==> src/rtl/interface_hcsr04_uc.sv <==
// interface_hcsr04_uc: Moore control FSM sequencing one HC-SR04 measurement with watchdogs and holdoff
module interface_hcsr04_uc #(
  parameter int TIMEOUT_ESPERA = 50_000,
  parameter int TIMEOUT_MEDIDA = 1_250_000,
  parameter int HOLDOFF        = 3_000_000
) (
  input  logic       i_clock,
  input  logic       i_reset,
  input  logic       i_medir,
  input  logic       i_echo,
  input  logic       i_fim_medida,
  output logic       o_zera,
  output logic       o_gera,
  output logic       o_registra,
  output logic       o_pronto,
  output logic       o_erro,
  output logic [3:0] o_db_estado
);
  localparam int MAX_EM = (TIMEOUT_ESPERA > TIMEOUT_MEDIDA) ? TIMEOUT_ESPERA : TIMEOUT_MEDIDA;
  localparam int MAX_T  = (MAX_EM > HOLDOFF) ? MAX_EM : HOLDOFF;
  localparam int W      = $clog2(MAX_T) + 1;
  typedef enum logic [3:0] {
    INICIAL       = 4'h0,
    PREPARA       = 4'h1,
    ENVIA_TRIGGER = 4'h2,
    ESPERA_ECHO   = 4'h3,
    MEDIDA        = 4'h4,
    ARMAZENA      = 4'h5,
    FINAL         = 4'h6,
    HOLDOFF_ST    = 4'h7,
    ERRO          = 4'hE
  } t_estado;
  t_estado        r_estado, w_prox;
  logic [W-1:0]   r_timer;
  // state register; the timer restarts on every state change, so it reads 0 on entry to each timed state
  always_ff @(posedge i_clock or negedge i_reset) begin
    if (!i_reset) begin
      r_estado <= INICIAL;
      r_timer  <= '0;
    end else begin
      r_estado <= w_prox;
      r_timer  <= (w_prox != r_estado) ? '0 : r_timer + 1'b1;
    end
  end
  // next-state logic; progress conditions are tested before their watchdogs
  always_comb begin
    w_prox = INICIAL;
    case (r_estado)
      INICIAL:       w_prox = i_medir ? PREPARA : INICIAL;
      PREPARA:       w_prox = ENVIA_TRIGGER;
      ENVIA_TRIGGER: w_prox = ESPERA_ECHO;
      ESPERA_ECHO:   w_prox = i_echo ? MEDIDA :
                              (r_timer == W'(TIMEOUT_ESPERA - 1)) ? ERRO : ESPERA_ECHO;
      MEDIDA:        w_prox = i_fim_medida ? ARMAZENA :
                              (r_timer == W'(TIMEOUT_MEDIDA - 1)) ? ERRO : MEDIDA;
      ARMAZENA:      w_prox = FINAL;
      FINAL:         w_prox = HOLDOFF_ST;
      HOLDOFF_ST:    w_prox = (r_timer == W'(HOLDOFF - 1)) ? INICIAL : HOLDOFF_ST;
      ERRO:          w_prox = HOLDOFF_ST;
      default:       w_prox = INICIAL;
    endcase
  end
  assign o_zera      = (r_estado == PREPARA);
  assign o_gera      = (r_estado == ENVIA_TRIGGER);
  assign o_registra  = (r_estado == ARMAZENA);
  assign o_pronto    = (r_estado == FINAL);
  assign o_erro      = (r_estado == ERRO);
  assign o_db_estado = r_estado;
endmodule

==> config.mk <==
export PLATFORM = sky130hd
export DESIGN_NAME = interface_hcsr04_uc
export DESIGN_NICKNAME = d
export VERILOG_FILES = /design/src/rtl/interface_hcsr04_uc.sv
export SDC_FILE = /design/constraint.sdc
export NUM_CORES = 1
export LEC_CHECK = 0
export CAP_MARGIN = 20
export CELL_PAD_IN_SITES_DETAIL_PLACEMENT = 0
export CELL_PAD_IN_SITES_GLOBAL_PLACEMENT = 2
export CORE_UTILIZATION = 32
export DETAILED_ROUTE_END_ITERATION = 8
export GPL_ROUTABILITY_DRIVEN = 0
export MAX_ROUTING_LAYER = met4
export PLACE_DENSITY = 0.85
export SYNTH_ARGS = -nofsm -noshare
export SYNTH_HDL_FRONTEND = slang
export SYNTH_SLANG_ARGS = --single-unit
==> constraint.sdc <==
create_clock -name i_clock -period 2 [get_ports i_clock]
set_input_delay 0.2 -clock i_clock [delete_from_list [all_inputs] [get_ports i_clock]]
set_output_delay 0.2 -clock i_clock [all_outputs]
set_load 0.05 [all_outputs]
== Word level (Yosys, flattened, before mapping) ==
Cells that the tools add are included.
Word-level totals
  input bits: 5
  latch bits: 0
  memories kept: 0
  output and inout port bits: 9
  bits in writable memories: 0
  word-level logic and storage cells: 25
  register bits after elaboration: 27
  memory bits (read-only): 0
Cells by class
  shift operators: 0
  divide/modulo/power cells: 0
  bitwise gates (word level): 0
  reductions and logical operators: 2
  muxes and demuxes: 8
  multiply operators: 0
  eq/ne operators: 12
  $add $sub $neg: 1
  order comparisons: 0
Operators by type and width (number)
  one-hot mux 4 bit (8 select lines): 1
  adder 23 x 1 -> 23 bit (second input constant): 1
  equality test 23 x 16 -> 1 bit (second input constant): 1
  equality test 23 x 21 -> 1 bit (second input constant): 1
  equality test 23 x 22 -> 1 bit (second input constant): 1
  2-to-1 mux 23 bit: 1
  equality test 4 x 3 -> 1 bit (second input constant): 4
  2-to-1 mux 4 bit: 4
  equality test 4 x 2 -> 1 bit (second input constant): 2
  equality test 4 x 1 -> 1 bit (second input constant): 1
  equality test 4 bit (second input constant): 1
  zero test 4 bit: 1
  inequality test 4 bit: 1
  2-to-1 mux 3 bit: 1
  OR reduction 2 bit: 1
  2-to-1 mux 1 bit: 1

== Logic depth before layout (Yosys ltp) ==
Gate-level depths: netlist of run 1.
  word-level depth: 6
  gate-level depth with buffers: 7
  gate-level depth less buffers: 6

== Worst setup path before layout of run 1 ==
No wires, ideal clock.
  kind: register to output
  start: register r_estado[1], in the netlist o_db_estado[1]
  end: output o_gera
  stages on the path, launching flop included: 4
  slack: -657 ps
  arrival: 2457 ps
  path through: dfrtp_1 buf_2 inv_1 nor4_1
On the way
  word-level cells in the longest chain between the ends: 1
Ends and longest elaborated chain
  from (decl): RTL line 33  | t_estado r_estado, w_prox;
  from (signal assigned): RTL line 41  | r_estado <= w_prox;
  equality test 4 x 2 -> 1 bit: RTL line 64  | assign o_gera = (r_estado == ENVIA_TRIGGER);
  to (decl): RTL line 13  | output logic o_gera,
Every way passes these cells.

== Worst setup path after layout of run 1 ==
  start: register r_timer[4]
  end: register r_timer[21]
On the way
  word-level cells in the longest chain between the ends: 6
  elaborated cells between the ends (all ways): 12
  those cells by class: add/sub: 1; eq/ne: 4; mux: 7
Ends and longest elaborated chain
  from (decl): RTL line 34  | logic [W-1:0] r_timer;
  from (signal assigned): RTL line 42  | r_timer <= (w_prox != r_estado) ? '0 : r_timer + 1'b1;
  equality test 23 x 16 -> 1 bit or equality test 23 x 21 -> 1 bit (tied branches): RTL line 53, 55
  2-to-1 mux 4 bit (on tied branches): RTL line 53, 55
  2-to-1 mux 4 bit (on tied branches): RTL line 52, 54
  one-hot mux 4 bit (8 select lines): RTL line 48  | case (r_estado)
  inequality test 4 bit: RTL line 42
  2-to-1 mux 23 bit (*): RTL line 42
Every way passes the cells marked *; elsewhere a longest branch is shown, timed or not.

==> flow_summary.ini, run 1 <==
[global_route]
grt_max_degree = 28
first_global_vias = 1437
track_usage_pct = 17.1
antenna_found_initial = 0
grt_overflow = 0
grt_pass1_wl_mm = 6.92

[power_and_ir_drop]
p_sw_share_pct = 45.5
power_switching_mw = 1.48
totalPowerFinal_mw = 3.24
intPower_mw = 1.77
clkPwrFrac_pct = 9.5
comb_power_share_pct = 55.8
power.density_nw_per_um2 = 1550
leakage_nw = 0.807
pwr-share-seq_pct = 34.7
vdd.ir_drop.worst_v = 0.000609

[place]
dp_cells = 263
port_buffers = 13
placed_area_um2 = 1980
dp_worst_setup_slack_ns = -0.00340
post-dp-hpwl_mm = 2.96

[synthesis]
synth-seq-cells = 27
synth_nets = 183
yosys_warnings = 0
netlist_top_cells_count = dfrtp_1 (27), nor3_1 (21), nand2_1 (18)
yosysMostFrequentCell = dfrtp_1
synth.distinct_cells = 43
ys_async_sr_fraction_pct = 100
synth_edf_count = 0
synth.largest_area_cell = dfrtp_1
yosysTopAreaCellShare_pct = 41.5
synth_area_um2 = 1630
synth.avg_cell_area_um2 = 9.20
synth.area.top_cells = dfrtp_1 (41%), nor3_1 (6.5%), xnor2_1 (6.5%)
synthCells = 177
synth_flop_cell = dfrtp_1
ys_seq_area_share_pct = 41.5

[cts]
htree_levels = 1
insertion_delay_ns = 0.27
cts-root-buf = clkbuf_8
cts_buffers = 3
cts_tree = yes
clk_pin_slew_worst_paths_ns = 0.09
clockBufferDepth = 2
clock_sinks = 27
cts_hold_buf = 0

[sta]
max_slew.worst_pin.slew_ns = 0.599
slew_headroom_pct = 59.9
hold_violations = 0
worst_slack_ns = 0.0643
fmax_mhz = 517
fin_crit_sh_pct = 96.8
setup_viol = 0
timing.final.crit_period_ns = 1.94
drv_slew = 0
clock_skew_ns = 0.00469
rsz0062_at_grt = no

[worst_setup_path]
arrival_ns = 2.13
path_class = flop to flop
critical_path.startpoint_type = flop
crit_path_max_fanout = 4
critPathCaptureType = flop
crit_required_ns = 2.19

[drt]
viasPerCell = 5.31
drc_errors = 0
vias = 1422
wire_per_inst_um = 14.8
drt_iter0_markers = 37
routed_wirelength_mm = 3.96
ant_nets = 0
first_pass_iters = 4

[die]
die_y_um = 73.4
die_area_um2 = 5380
die_w_um = 73.4
coreArea_um2 = 4820
fp-row-count = 25
start_util_pct = 33.8
io_pins = 14

[layout]
antennaDiodeCount = 0
area_growth_pct = 28.6
nets = 208
drive_gt1_share_pct = 23.9
postLayoutCellArea_um2 = 2090
finalNonFillerCells = 268

[status]
status = completed

[run]
cap_violations = 0

[hold_path]
hold_class = input pin to async pin
[cell type report]
cell class	instances	area [um2]
clock inverter	1	5.00
tap	67	83.8
fill	482	2720
sequential	27	682
timing repair buffer	28	299
clock buffer	3	41.3
multi-input combinational	137	965
inverter	5	18.8
[metal layers]
layer / vias up / GRT usage (%) / routed length, um
met1: 697 / 22.7 / 1860
li1: 687 / - / -
met2: 34 / 28.5 / 1950
met4: 0 / 3.85 / 27
met3: 4 / 1.37 / 129
met5: - / - / 0
[worst max-delay path, cell delays in order, from the launching register on]
cell,delay [ns]
dfrtp_1,0.45
nand2_1,0.12
or4b_1,0.57
or4_4,0.50
a211oi_2,0.21
[power groups by stage]
stage	combinational [mW]	sequential [mW]	clock (mW)
after floorplan	1.15	1.06	0
after CTS	1.71	1.10	0.321
after global routing	1.98	1.17	0.353
after detailed placement	1.70	1.11	0
final	1.81	1.12	0.310
after global placement	1.66	1.10	0
[metrics by stage]
step / setup TNS, ns / util (%) / hold slack (ns)
finish: 0 / 43.5 / 0.288
global route: 0 / 43.5 / 0.330
CTS: 0 / 42.2 / 0.303
detailed placement: -0.00845 / 41.0 / 0.467
global placement: 0 / 41.0 / 0.447
floorplan: 0 / - / -0.0956
[repair_timing]
item,CTS,global route
setup endpoints to repair,5,24
setup buffers,0,1
pin swaps,0,3
resized for setup,1,11
[cell usage in the layout (no fill, tap or decap), types with 2 or more instances in the layout]
master | Yosys | final
a21oi_1 | 2 | 2
and2_1 | 2 | 2
and3_1 | 3 | 3
and4_1 | 2 | 2
buf_12 | 0 | 5
buf_4 | 1 | 14
clkbuf_8 | 0 | 3
clkdlybuf4s50_1 | 0 | 7
dfrtp_1 | 27 | 22
dfrtp_2 | 0 | 5
inv_1 | 5 | 5
nand2_1 | 18 | 18
nand3_1 | 10 | 9
nand3b_1 | 2 | 2
nand4_1 | 4 | 4
nand4b_1 | 2 | 2
nand4bb_1 | 2 | 2
nor2_1 | 15 | 14
nor2b_1 | 2 | 2
nor3_1 | 21 | 20
nor4_1 | 8 | 3
nor4_2 | 1 | 5
o21ai_0 | 2 | 2
or4b_1 | 2 | 2
xnor2_1 | 12 | 12
xor2_1 | 8 | 8
[kinds of logic after synthesis]
logic type                 Yosys count  synth area share (%)
adders and majority gates            1                 0.768
muxes                                1                 0.614
DFF                                 27                  41.5
buffers and inverters               13                  4.30
and+or+nand+nor                     99                  33.3
AOI/OAI and AO/OA                   16                  8.83
xor gates and xnor gates            20                  10.8
[final timing paths]
kind                             from        endpoint  slack (ns)  cells past startpoint
hold / removal                i_reset      r_timer[6]        0.29                      2
setup reg to reg           r_timer[4]     r_timer[21]        0.06                      4
max in group asynchronous     i_reset  o_db_estado[1]        1.43                      2
min in group i_clock       r_timer[0]      r_timer[0]        0.48                      1
setup / recovery           r_timer[4]     r_timer[21]        0.06                      4
hold reg to reg            r_timer[0]      r_timer[0]        0.48                      1
[flip-flops by register name, indices dropped and copies added (netlist names)]
| register | flops |
|---|---|
| o_db_estado | 4 |
| r_timer | 23 |
Note: power is estimated with default switching activity, not from simulation.
==> run 2, diff against run 1 <==
Settings changed: ABC_CLOCK_PERIOD_IN_PS set to 1800, CAP_MARGIN 20 to not set, CORE_UTILIZATION 32 to 36, PLACE_DENSITY 0.85 to 0.9.
Clock period 2 ns to 1.8 ns, I/O delays scaled along.
==> run 2 against run 1 <==
Compared with the run above: the flow now finishes with violations (negative setup slack); worst hold slack worse by 0.026 ns; cell count increased by 7.1%; worst setup slack lost 0.16 ns; largest cell class unchanged; sequential cell count unchanged; critical endpoint unchanged; via count up 9.1%; highest routed layer unchanged.
==> flow_summary.ini, run 2 (synthesized netlist as in run 1, its figures left out) <==
[sta]
max_slew.worst_pin.slew_ns = 0.352
rsz0062_at_grt = yes
fin_setup_tns_ns = -1.86
hold_violations = 0
setup_viol = 23
slew_headroom_pct = 76.5
fmax_mhz = 526
drv_slew = 0
worst_slack_ns = -0.0994
fin_crit_sh_pct = 106
clock_skew_ns = 0.0116
timing.final.crit_period_ns = 1.90
hold_ws_ns = 0.262

[layout]
drive_gt1_share_pct = 41.3
nets = 242
mostFrequentLayoutCells = buf_4 (48), dfrtp_1 (23), nand2_1 (18)
largest-register = r_timer
antennaDiodeCount = 0
final_common_cell = buf_4
fillers = 385
largest_reg_flops = 23
finalNonFillerCells = 287
area_growth_pct = 49.7

[die]
die_area_um2 = 4800
start_util_pct = 37.4
io_pins = 14
die_w_um = 69.3
die_y_um = 69.3
coreArea_um2 = 4350
fp-row-count = 24

[worst_setup_path]
crit_path_max_fanout = 12
critical_path.startpoint_type = flop
critPathCaptureType = flop
crit_family = simple AND/OR/NAND/NOR gates
path_class = flop to flop
crit_required_ns = 1.95
crit_path_max_incr_delay_ns = 0.53
cp_slowest_cell = or4b_4
reg2reg_setup_slack_ns = -0.1
arrival_ns = 2.05
crit_buf_inv = 2
worstPathCellList = or4b_4 -> nor4_4 -> buf_4 -> a31oi_4 -> nand2_2 -> buf_12 -> a211oi_2

[power_and_ir_drop]
vdd.ir_drop.worst_v = 0.000641
totalPowerFinal_mw = 4.32
power.density_nw_per_um2 = 1770
leakage_nw = 1.02

[cts]
insertion_delay_ns = 0.28
clockBufferDepth = 2
clock_sinks = 27
cts_buffers = 3
cts_tree = yes
htree_levels = 1
cts_hold_buf = 0
cts-root-buf = clkbuf_8
clk_pin_slew_worst_paths_ns = 0.10

[global_route]
track_usage_pct = 20.0
antenna_found_initial = 0
grt_max_degree = 28
grt_pass1_wl_mm = 7.57
grt_overflow = 0
first_global_vias = 1633

[drt]
ant_nets = 0
wire_per_inst_um = 15.4
viasPerCell = 5.41
routed_wirelength_mm = 4.43
first_pass_iters = 4
drt_iter0_markers = 52
vias = 1552
drc_errors = 0

[place]
dp_cells = 274
post-dp-hpwl_mm = 3.11
port_buffers = 13

[status]
failed_checks = negative setup slack
status = complete, but fails checks

[hold_path]
hold_class = input pin to async pin

[run]
cap_violations = 0
==> run 2: cell type report <==
cell class / count / area [um2] / share of cell area, %
multi-input cells: 137 / 1040 / 42.8
well taps: 52 / 65.1 / 2.67
flip-flops and latches: 27 / 681 / 27.9
inverters: 5 / 18.8 / 0.770
clock buffers: 3 / 41.3 / 1.69
repair buffers: 62 / 583 / 23.9
clock inverters: 1 / 5.00 / 0.205
==> run 2: final timing paths <==
check | from | endpoint | cells after the start
setup reg to reg | r_timer[13] | r_timer[21] | 7
hold reg to reg | r_timer[0] | r_timer[0] | 1
min in group i_clock | r_timer[0] | r_timer[0] | 1
setup / recovery | r_timer[13] | r_timer[21] | 7
max in group asynchronous | i_reset | o_db_estado[3] | 2
hold / removal | i_reset | r_timer[11] | 2
==> run 2: power by group <==
part / leakage [nW] / switching, mW / internal [mW]
logic: 0.667 / 1.42 / 1.42
registers: 0.329 / 0.267 / 0.866
clock network: 0.0255 / 0.197 / 0.155
==> run 2: layer usage <==
layer | part of all wire [%] | vias to the layer above | global-route usage, %
met5 | 0 | - | -
met3 | 2.0 | 4 | 2.33
met2 | 52 | 23 | 34.3
met1 | 44 | 775 | 24.2
li1 | - | 750 | -
met4 | 1.2 | 0 | 7.26
==> run 2: through the flow <==
| stage | setup WS, ns | util [%] | area [um2] |
|---|---|---|---|
| CTS | -0.0470 | 54.4 | 2370 |
| floorplan | -0.143 | - | 1720 |
| detailed placement | -0.204 | 50.6 | 2200 |
| global route | -0.196 | 56.0 | 2440 |
| finish | -0.0994 | 56.0 | 2440 |
| global placement | -0.134 | 50.6 | 2200 |
==> run 2: what timing repair did <==
| action | 4_1_cts | 5_1_grt |
|---|---|---|
| setup endpoints to repair | 23 | 24 |
| pin swaps | 10 | 5 |
| setup buffers | 6 | 3 |
| gates resized for setup | 8 | 14 |
| cloned | 1 | 0 |
==> run 2: worst register-to-register path: cells and delay by family, from the launching register on <==
family	cells	cell delay, ns
AND/OR/NAND/NOR	3	0.87
flip-flops	1	0.41
buffers and inverters	2	0.34
AO/OA/AOI/OAI	2	0.16
